===== src/rtl/spi_slave_port_pkg.sv =====
// spi_slave_port_pkg
//   Shared constants for the SPI responder port.
//   - W_CPU / SPI_W_DATA_DEFAULT : default word length (CPU word width).
//   - spi_state_e                : FSM encoding (SPI_S_WAIT_IDLE, SPI_S_IDLE, SPI_S_SHIFT).
//   - SPI_MODE                   : {CPOL, CPHA}; this port implements mode 0.
package spi_slave_port_pkg;

  localparam int W_CPU              = 32;
  localparam int SPI_W_DATA_DEFAULT = W_CPU;

  typedef enum logic [1:0] {
    SPI_S_WAIT_IDLE = 2'd0,
    SPI_S_IDLE      = 2'd1,
    SPI_S_SHIFT     = 2'd2
  } spi_state_e;

  // {CPOL, CPHA}. CPOL also gives the idle level of spi_clk.
  localparam logic [1:0] SPI_MODE = 2'b00;

endpackage


===== src/rtl/spi_sync_edge.sv =====
// spi_sync_edge
//   Synchronizes one asynchronous pin into the clk domain and detects edges
//   from the last two synchronized samples.
//   Parameters: SYNC_STAGES (2..3), RESET_VAL (idle level of the pin).
//   Ports:
//     clk, rst  - local clock, async active-high reset
//     pin_i     - raw asynchronous pin
//     level_o   - synchronized level
//     rise_o    - one-cycle pulse on a synchronized 0->1 change
//     fall_o    - one-cycle pulse on a synchronized 1->0 change
module spi_sync_edge #(
  parameter int   SYNC_STAGES = 2,
  parameter logic RESET_VAL   = 1'b0
) (
  input  logic clk,
  input  logic rst,
  input  logic pin_i,
  output logic level_o,
  output logic rise_o,
  output logic fall_o
);

  logic [SYNC_STAGES-1:0] sync_q;
  logic                   prev_q;

  // Resetting to the idle level (previous sample included) keeps reset
  // release from fabricating an edge on an idle pin.
  always_ff @(posedge clk or posedge rst) begin
    if (rst) begin
      sync_q <= {SYNC_STAGES{RESET_VAL}};
      prev_q <= RESET_VAL;
    end else begin
      sync_q <= {sync_q[SYNC_STAGES-2:0], pin_i};
      prev_q <= sync_q[SYNC_STAGES-1];
    end
  end

  assign level_o = sync_q[SYNC_STAGES-1];
  assign rise_o  = level_o & ~prev_q;
  assign fall_o  = ~level_o & prev_q;

endmodule


===== src/rtl/spi_slave_port.sv =====
// spi_slave_port
//   SPI mode-0 responder. Oversamples spi_clk/spi_cs_n/spi_mosi in the clk
//   domain (clk >= 8x spi_clk), shifts MSB-first words in both directions and
//   supports back-to-back words while chip select stays low.
//   Optional feature macro: SPI_SLAVE_UNDERRUN_EN (adds tx_underrun, underrun_clr).
//   Ports:
//     clk, rst              - local clock, async active-high reset
//     spi_clk/cs_n/mosi     - master-driven serial pins
//     spi_miso, spi_miso_oe - serial data back to master and its enable
//     tx_data/valid/ready   - transmit word handshake into the holding register.
//                             A word moves when tx_valid && tx_ready on a clk
//                             edge; tx_ready is high exactly while the holding
//                             register is empty, and tx_data must be stable
//                             while tx_valid is high.
//     rx_data, rx_valid     - last complete received word, one-cycle pulse on update
//     busy                  - high in the SHIFT state
//     tx_underrun           - (optional) sticky: a load found no transmit word
//     underrun_clr          - (optional) clears tx_underrun
module spi_slave_port
  import spi_slave_port_pkg::*;
#(
  parameter int W_DATA      = SPI_W_DATA_DEFAULT,
  parameter int SYNC_STAGES = 2
) (
  input  logic              clk,
  input  logic              rst,
  input  logic              spi_clk,
  input  logic              spi_cs_n,
  input  logic              spi_mosi,
  output logic              spi_miso,
  output logic              spi_miso_oe,
  input  logic [W_DATA-1:0] tx_data,
  input  logic              tx_valid,
  output logic              tx_ready,
  output logic [W_DATA-1:0] rx_data,
  output logic              rx_valid,
`ifdef SPI_SLAVE_UNDERRUN_EN
  output logic              tx_underrun,
  input  logic              underrun_clr,
`endif
  output logic              busy
);

  localparam int CNT_W = $clog2(W_DATA) + 1;

  logic clk_lvl, clk_rise, clk_fall;
  logic cs_lvl, cs_rise, cs_fall;
  logic mosi_lvl, mosi_rise, mosi_fall;

  spi_sync_edge #(.SYNC_STAGES(SYNC_STAGES), .RESET_VAL(SPI_MODE[1])) u_sync_clk (
    .clk(clk), .rst(rst), .pin_i(spi_clk),
    .level_o(clk_lvl), .rise_o(clk_rise), .fall_o(clk_fall));

  spi_sync_edge #(.SYNC_STAGES(SYNC_STAGES), .RESET_VAL(1'b1)) u_sync_cs (
    .clk(clk), .rst(rst), .pin_i(spi_cs_n),
    .level_o(cs_lvl), .rise_o(cs_rise), .fall_o(cs_fall));

  spi_sync_edge #(.SYNC_STAGES(SYNC_STAGES), .RESET_VAL(1'b0)) u_sync_mosi (
    .clk(clk), .rst(rst), .pin_i(spi_mosi),
    .level_o(mosi_lvl), .rise_o(mosi_rise), .fall_o(mosi_fall));

  spi_state_e        state_q, state_d;
  logic [1:0]        flush_q, flush_d;
  logic [W_DATA-1:0] hold_q, hold_d;
  logic              hold_full_q, hold_full_d;
  logic [W_DATA-1:0] tx_sh_q, tx_sh_d;
  logic [W_DATA-1:0] rx_sh_q, rx_sh_d;
  logic [CNT_W-1:0]  cnt_q, cnt_d;
  logic              oe_q, oe_d;
  logic [W_DATA-1:0] rx_data_q, rx_data_d;
  logic              rx_valid_q, rx_valid_d;
  logic              load;
  logic [W_DATA-1:0] load_word;
  logic              tx_fire;

  assign tx_fire = tx_valid & ~hold_full_q;

  always_ff @(posedge clk or posedge rst) begin
    if (rst) begin
      state_q     <= SPI_S_WAIT_IDLE;
      flush_q     <= '0;
      hold_q      <= '0;
      hold_full_q <= 1'b0;
      tx_sh_q     <= '0;
      rx_sh_q     <= '0;
      cnt_q       <= '0;
      oe_q        <= 1'b0;
      rx_data_q   <= '0;
      rx_valid_q  <= 1'b0;
    end else begin
      state_q     <= state_d;
      flush_q     <= flush_d;
      hold_q      <= hold_d;
      hold_full_q <= hold_full_d;
      tx_sh_q     <= tx_sh_d;
      rx_sh_q     <= rx_sh_d;
      cnt_q       <= cnt_d;
      oe_q        <= oe_d;
      rx_data_q   <= rx_data_d;
      rx_valid_q  <= rx_valid_d;
    end
  end

  always_comb begin
    state_d     = state_q;
    flush_d     = flush_q;
    hold_d      = hold_q;
    hold_full_d = hold_full_q;
    tx_sh_d     = tx_sh_q;
    rx_sh_d     = rx_sh_q;
    cnt_d       = cnt_q;
    oe_d        = oe_q;
    rx_data_d   = rx_data_q;
    rx_valid_d  = 1'b0;
    load        = 1'b0;
    // A handshake coinciding with a load bypasses the holding register.
    load_word   = hold_full_q ? hold_q : (tx_fire ? tx_data : '0);

    case (state_q)
      SPI_S_WAIT_IDLE: begin
        // The synchronizer starts filled with the idle level, so cs_n must
        // read high for SYNC_STAGES+1 consecutive cycles before that level
        // is known to come from the pin rather than from reset.
        if (cs_lvl) begin
          if (flush_q == 2'(SYNC_STAGES)) state_d = SPI_S_IDLE;
          else                            flush_d = flush_q + 2'd1;
        end else begin
          flush_d = '0;
        end
      end
      SPI_S_IDLE: begin
        if (cs_fall) begin
          load    = 1'b1;
          oe_d    = 1'b1;
          cnt_d   = '0;
          state_d = SPI_S_SHIFT;
        end
      end
      SPI_S_SHIFT: begin
        if (clk_rise) begin
          rx_sh_d = {rx_sh_q[W_DATA-2:0], mosi_lvl};
          if (cnt_q == CNT_W'(W_DATA - 1)) begin
            rx_data_d  = rx_sh_d;
            rx_valid_d = 1'b1;
            cnt_d      = '0;
            // No reload when the frame is ending: the held word stays for
            // the next frame.
            load       = ~cs_rise;
          end else begin
            cnt_d = cnt_q + 1'b1;
          end
        end else if (clk_fall && cnt_q != '0) begin
          // cnt_q == 0 here means the word was just reloaded and its MSB is
          // already on the pin; shifting now would skip it.
          tx_sh_d = {tx_sh_q[W_DATA-2:0], 1'b0};
        end
        if (cs_rise) begin
          state_d = SPI_S_IDLE;
          oe_d    = 1'b0;
          cnt_d   = '0;
        end
      end
      default: state_d = SPI_S_WAIT_IDLE;
    endcase

    if (load) begin
      tx_sh_d     = load_word;
      hold_full_d = 1'b0;
    end else if (tx_fire) begin
      hold_d      = tx_data;
      hold_full_d = 1'b1;
    end
  end

`ifdef SPI_SLAVE_UNDERRUN_EN
  logic underrun_q;

  // A bypassed handshake counts as data present, not as an underrun.
  always_ff @(posedge clk or posedge rst) begin
    if (rst)                                      underrun_q <= 1'b0;
    else if (load && !hold_full_q && !tx_fire)    underrun_q <= 1'b1;
    else if (underrun_clr)                        underrun_q <= 1'b0;
  end

  assign tx_underrun = underrun_q;
`endif

  // MISO is the shift-register MSB while selected, so a load shows its MSB
  // immediately and deselect forces the pin low.
  assign spi_miso    = oe_q & tx_sh_q[W_DATA-1];
  assign spi_miso_oe = oe_q;
  assign tx_ready    = ~hold_full_q;
  assign rx_data     = rx_data_q;
  assign rx_valid    = rx_valid_q;
  assign busy        = (state_q == SPI_S_SHIFT);

  logic unused_sync;
  assign unused_sync = ^{clk_lvl, mosi_rise, mosi_fall, rx_sh_q[W_DATA-1]};

endmodule


===== config.mk =====
export PLATFORM = sky130hd
export DESIGN_NAME = spi_slave_port
export DESIGN_NICKNAME = d
export VERILOG_FILES = /design/src/rtl/spi_slave_port_pkg.sv /design/src/rtl/spi_sync_edge.sv /design/src/rtl/spi_slave_port.sv
export SDC_FILE = /design/constraint.sdc
export NUM_CORES = 1
export LEC_CHECK = 0
export CAP_MARGIN = 25
export CORE_ASPECT_RATIO = 0.8
export CORE_UTILIZATION = 42
export DETAILED_ROUTE_END_ITERATION = 10
export GPL_ROUTABILITY_DRIVEN = 1
export PLACE_DENSITY = 0.66
export SLEW_MARGIN = 15
export SYNTH_ARGS = -nofsm -noshare
export SYNTH_HDL_FRONTEND = slang
export SYNTH_SLANG_ARGS = --single-unit

===== constraint.sdc =====
create_clock -name clk -period 5.3 [get_ports clk]
set_input_delay 1.06 -clock clk [delete_from_list [all_inputs] [get_ports clk]]
set_output_delay 1.06 -clock clk [all_outputs]
set_load 0.02 [all_outputs]

==> out/metrics.yaml <==
cts_resized: 0
worst_slack_ns: 2.03
post-route-cell-area_um2: 7800
cpPeakStageDelay_ns: 0.86
clockPowerShare_pct: 32.8
preCtsSetupSlack_ns: 1.78
port_buffers: 74
die_w_um: 139
drive_gt1_share_pct: 24.2
ys_dominant_reg_cell: "dfrtp_1"
io_pins: 75
cts_tree: "done"
path_cells: "inv_1 > ha_1 > nand4b_1 > or4b_1 > nand3_2 > mux2_2"
power_frac_comb_pct: 21.1
max_freq_mhz: 305
skew_ns: 0.0143
async_flop_share_pct: 100
ir_drop_uv: 242
cts_buffers: 17
ys_ff_latch: 148
first_pass_iters: 7
gp_congestion: 0.786
htreeDepth: 4
core_region_area_um2: 14500
hold_class: "reg -> reg"
finalCriticalPeriod_ns: 3.27
antenna_found_initial: 0
ys_seq_area_share_pct: 58.5
grt_overflow: 0
synth_edf_count: 0
holdCritStartpoint: "u_sync_clk.sync_q[0]$_DFF_PP0_"
clock-sinks: 148
grt_max_degree: 117
place_area_um2: 7190
r2r_slack_ns: 2.03
synth_top_area_share_pct: 57.2
dp_hpwl_mm: 7.88
netlist_area_um2: 6340
reg2reg_from: "state_q[0]$_DFFE_PP0P_"
r2r.worst_path.cells: 6
cts_root_buf: "clkbuf_16"
crit_type: "reg -> reg"
tightest_slew_ns: 0.866
grt_pass1_wl_mm: 21.9
p_leak_uw: 0.00348
arrival_ns: 3.57
syn-num-nets: 550
avgSynthCellArea_um2: 12.6
clockBufferDepth: 2
ant_nets: 0
synth_top_area_cell: "dfrtp_1"
hold_path_depth: 0
setup_tns_ns: 0
vias: 4291
timing.rr.end: "hold_q[21]$_DFFE_PP0P_"
start_kind: "flip-flop"
die_y_um: 112
syn-instance-count: 504
synth_cell_types: 41
final_util_pct: 53.8
min_delay_worst_endpoint: "u_sync_clk.sync_q[1]$_DFF_PP0_"
post_drt_wl_per_cell_um: 17.1
switching_share_pct: 29.6
drt_wl_total_mm: 13.1
nNetsFinal: 616
setup_viol: 0
cpMaxStageDelayCell: "or4b_1"
relSlewSlack_pct: 42.2
yosysWarnings: 0
switchingPower_uw: 1010
yosys-top-cells-area: "dfrtp_1 (57%), mux2_2 (16%), a222oi_1 (4.9%)"
clock_latency_ns: 0.42
vias_per_cell: 5.59
status: "finished, final reports clean"
power.density_nw_per_um2: 438
fp-row-count: 39
worstPathRequired_ns: 5.59
seq_power_share_pct: 46.2
start_util_pct: 43.8
dieArea_um2: 15600
period_share_pct: 61.8
area_growth_pct: 23.0
cts_hold_buf: 0
grt_pass1_vias: 4465
post_cts_buffers: 0
n_antenna_cell: 0
hold_viol: 0
crit_path_end_kind: "flip-flop"
internal_power_uw: 2400
gr-usage-all-layers_pct: 17.6
drc_errors: 0
cp_max_fo: 32
drt_iter0_drc: 366
rsz0062_at_grt: "no"
slew_violations: 0
cap_violations: 0
clk_pin_slew_worst_paths_ns: 0.06
[metal layers]
metal / up-vias / part of all wire (%) / GRT usage (%)
li1: 1973 / - / -
met1: 2179 / 45 / 22.9
met2: 135 / 48 / 28.2
met3: 4 / 7.2 / 6.11
met4: 0 / 0.34 / 4.59
met5: - / 0 / 0
[power by group through the flow]
stage          clock, µW  sequential (µW)  combinational, µW
2_1_floorplan          0             1540                562
3_3_place_gp           0             1570                675
3_5_place_dp           0             1590                714
4_1_cts             1140             1570                721
5_1_grt             1190             1610                806
6_report            1120             1580                719
[worst max-delay path: cells and delay by family (launching register included)]
| family | cells | cell delay [ns] |
|---|---|---|
| simple gates | 3 | 1.77 |
| flops | 1 | 0.42 |
| fa+ha+maj | 1 | 0.42 |
| mux | 1 | 0.42 |
| buf+inv | 1 | 0.10 |
[area by class of cell]
cell class                 instances  area (µm²)
fill                            1200        6690
sequential                       148        3710
multi-input combinational        304        2390
timing repair buffer              85         866
clock buffer                      20         457
tap                              184         230
clock inverter                    12        95.1
inverter                          14        57.6
[logic make-up (layout without fill, tap and decap cells)]
| family | count (synthesis) | count (layout) | share of synthesized area [%] |
|---|---|---|---|
| AO/OA/AOI/OAI | 89 | 89 | 10.7 |
| XOR/XNOR | 2 | 2 | 0.276 |
| adder cells (fa/ha/maj) | 8 | 8 | 1.58 |
| buffers and inverters | 52 | 131 | 4.01 |
| flip-flops | 148 | 148 | 58.5 |
| multiplexers | 98 | 98 | 17.4 |
| AND/OR/NAND/NOR | 107 | 107 | 7.62 |
[sequential cells by signal (all words and copies together), names as in the netlist, 2 cells and up]
signal / flops
rx_sh_q: 31
u_sync_mosi.sync_q: 2
flush_q: 2
u_sync_cs.sync_q: 2
rx_data: 32
hold_q: 32
u_sync_clk.sync_q: 2
cnt_q: 6
tx_sh_q: 32
state_q: 2
[worst max path at each step]
stage                      startpoint                endpoint  slack (ns)  cells after the start
2_1_floorplan                     rst    cnt_q[0]$_DFFE_PP0P_        0.27                      1
3_3_place_gp                 tx_valid  hold_q[13]$_DFFE_PP0P_        1.83                      5
3_5_place_dp                 tx_valid  hold_q[20]$_DFFE_PP0P_        1.78                      5
4_1_cts        state_q[0]$_DFFE_PP0P_  hold_q[20]$_DFFE_PP0P_        1.94                      5
5_1_grt        state_q[0]$_DFFE_PP0P_  hold_q[21]$_DFFE_PP0P_        1.87                      6
6_report       state_q[0]$_DFFE_PP0P_  hold_q[21]$_DFFE_PP0P_        2.03                      6
[cells in the final DEF (no fill, tap or decap), types with 4 or more instances in the layout]
cell and count:
clkbuf_16 17, inv_6 4, o21a_1 4, ha_1 8, nand2_1 69, dfrtp_1 145
o21ai_0 6, clkdlybuf4s50_1 74, a222oi_1 31, nand3_1 4, clkinvlp_4 4, nor2_1 8
a21oi_1 5, nand2b_1 6, inv_1 13, buf_4 7, a31oi_1 32, mux2_1 7
mux2_2 90
[cell usage after synthesis, types with 2 or more instances]
library cell  count
a222oi_1         31
mux2_1            7
nand2b_1          6
and2_1            3
ha_1              8
inv_1            14
nor3_1            2
nand2_1          69
a31oi_1          32
a21oi_1           5
buf_1             3
o22ai_1           2
nor2_1            9
nand4_1           2
clkbuf_1         23
mux2_2           90
nand3_1           4
nor2b_1           2
a22oi_1           2
nand4b_1          2
dfrtp_1         145
or3_1             2
dfstp_2           3
o21a_1            4
buf_2             5
xnor2_1           2
o21ai_0           6
a211oi_1          2
buf_6             7
[through the flow]
step / power [µW] / hold slack [ns] / instances
final: 3410 / 0.347 / 767
after global routing: 3610 / 0.358 / 767
after CTS: 3440 / 0.349 / 764
after detailed placement: 2300 / 0.336 / 732
after global placement: 2250 / 0.332 / 731
after floorplan: 2110 / 0.331 / 504
Note: power is estimated with default switching activity, not from simulation.
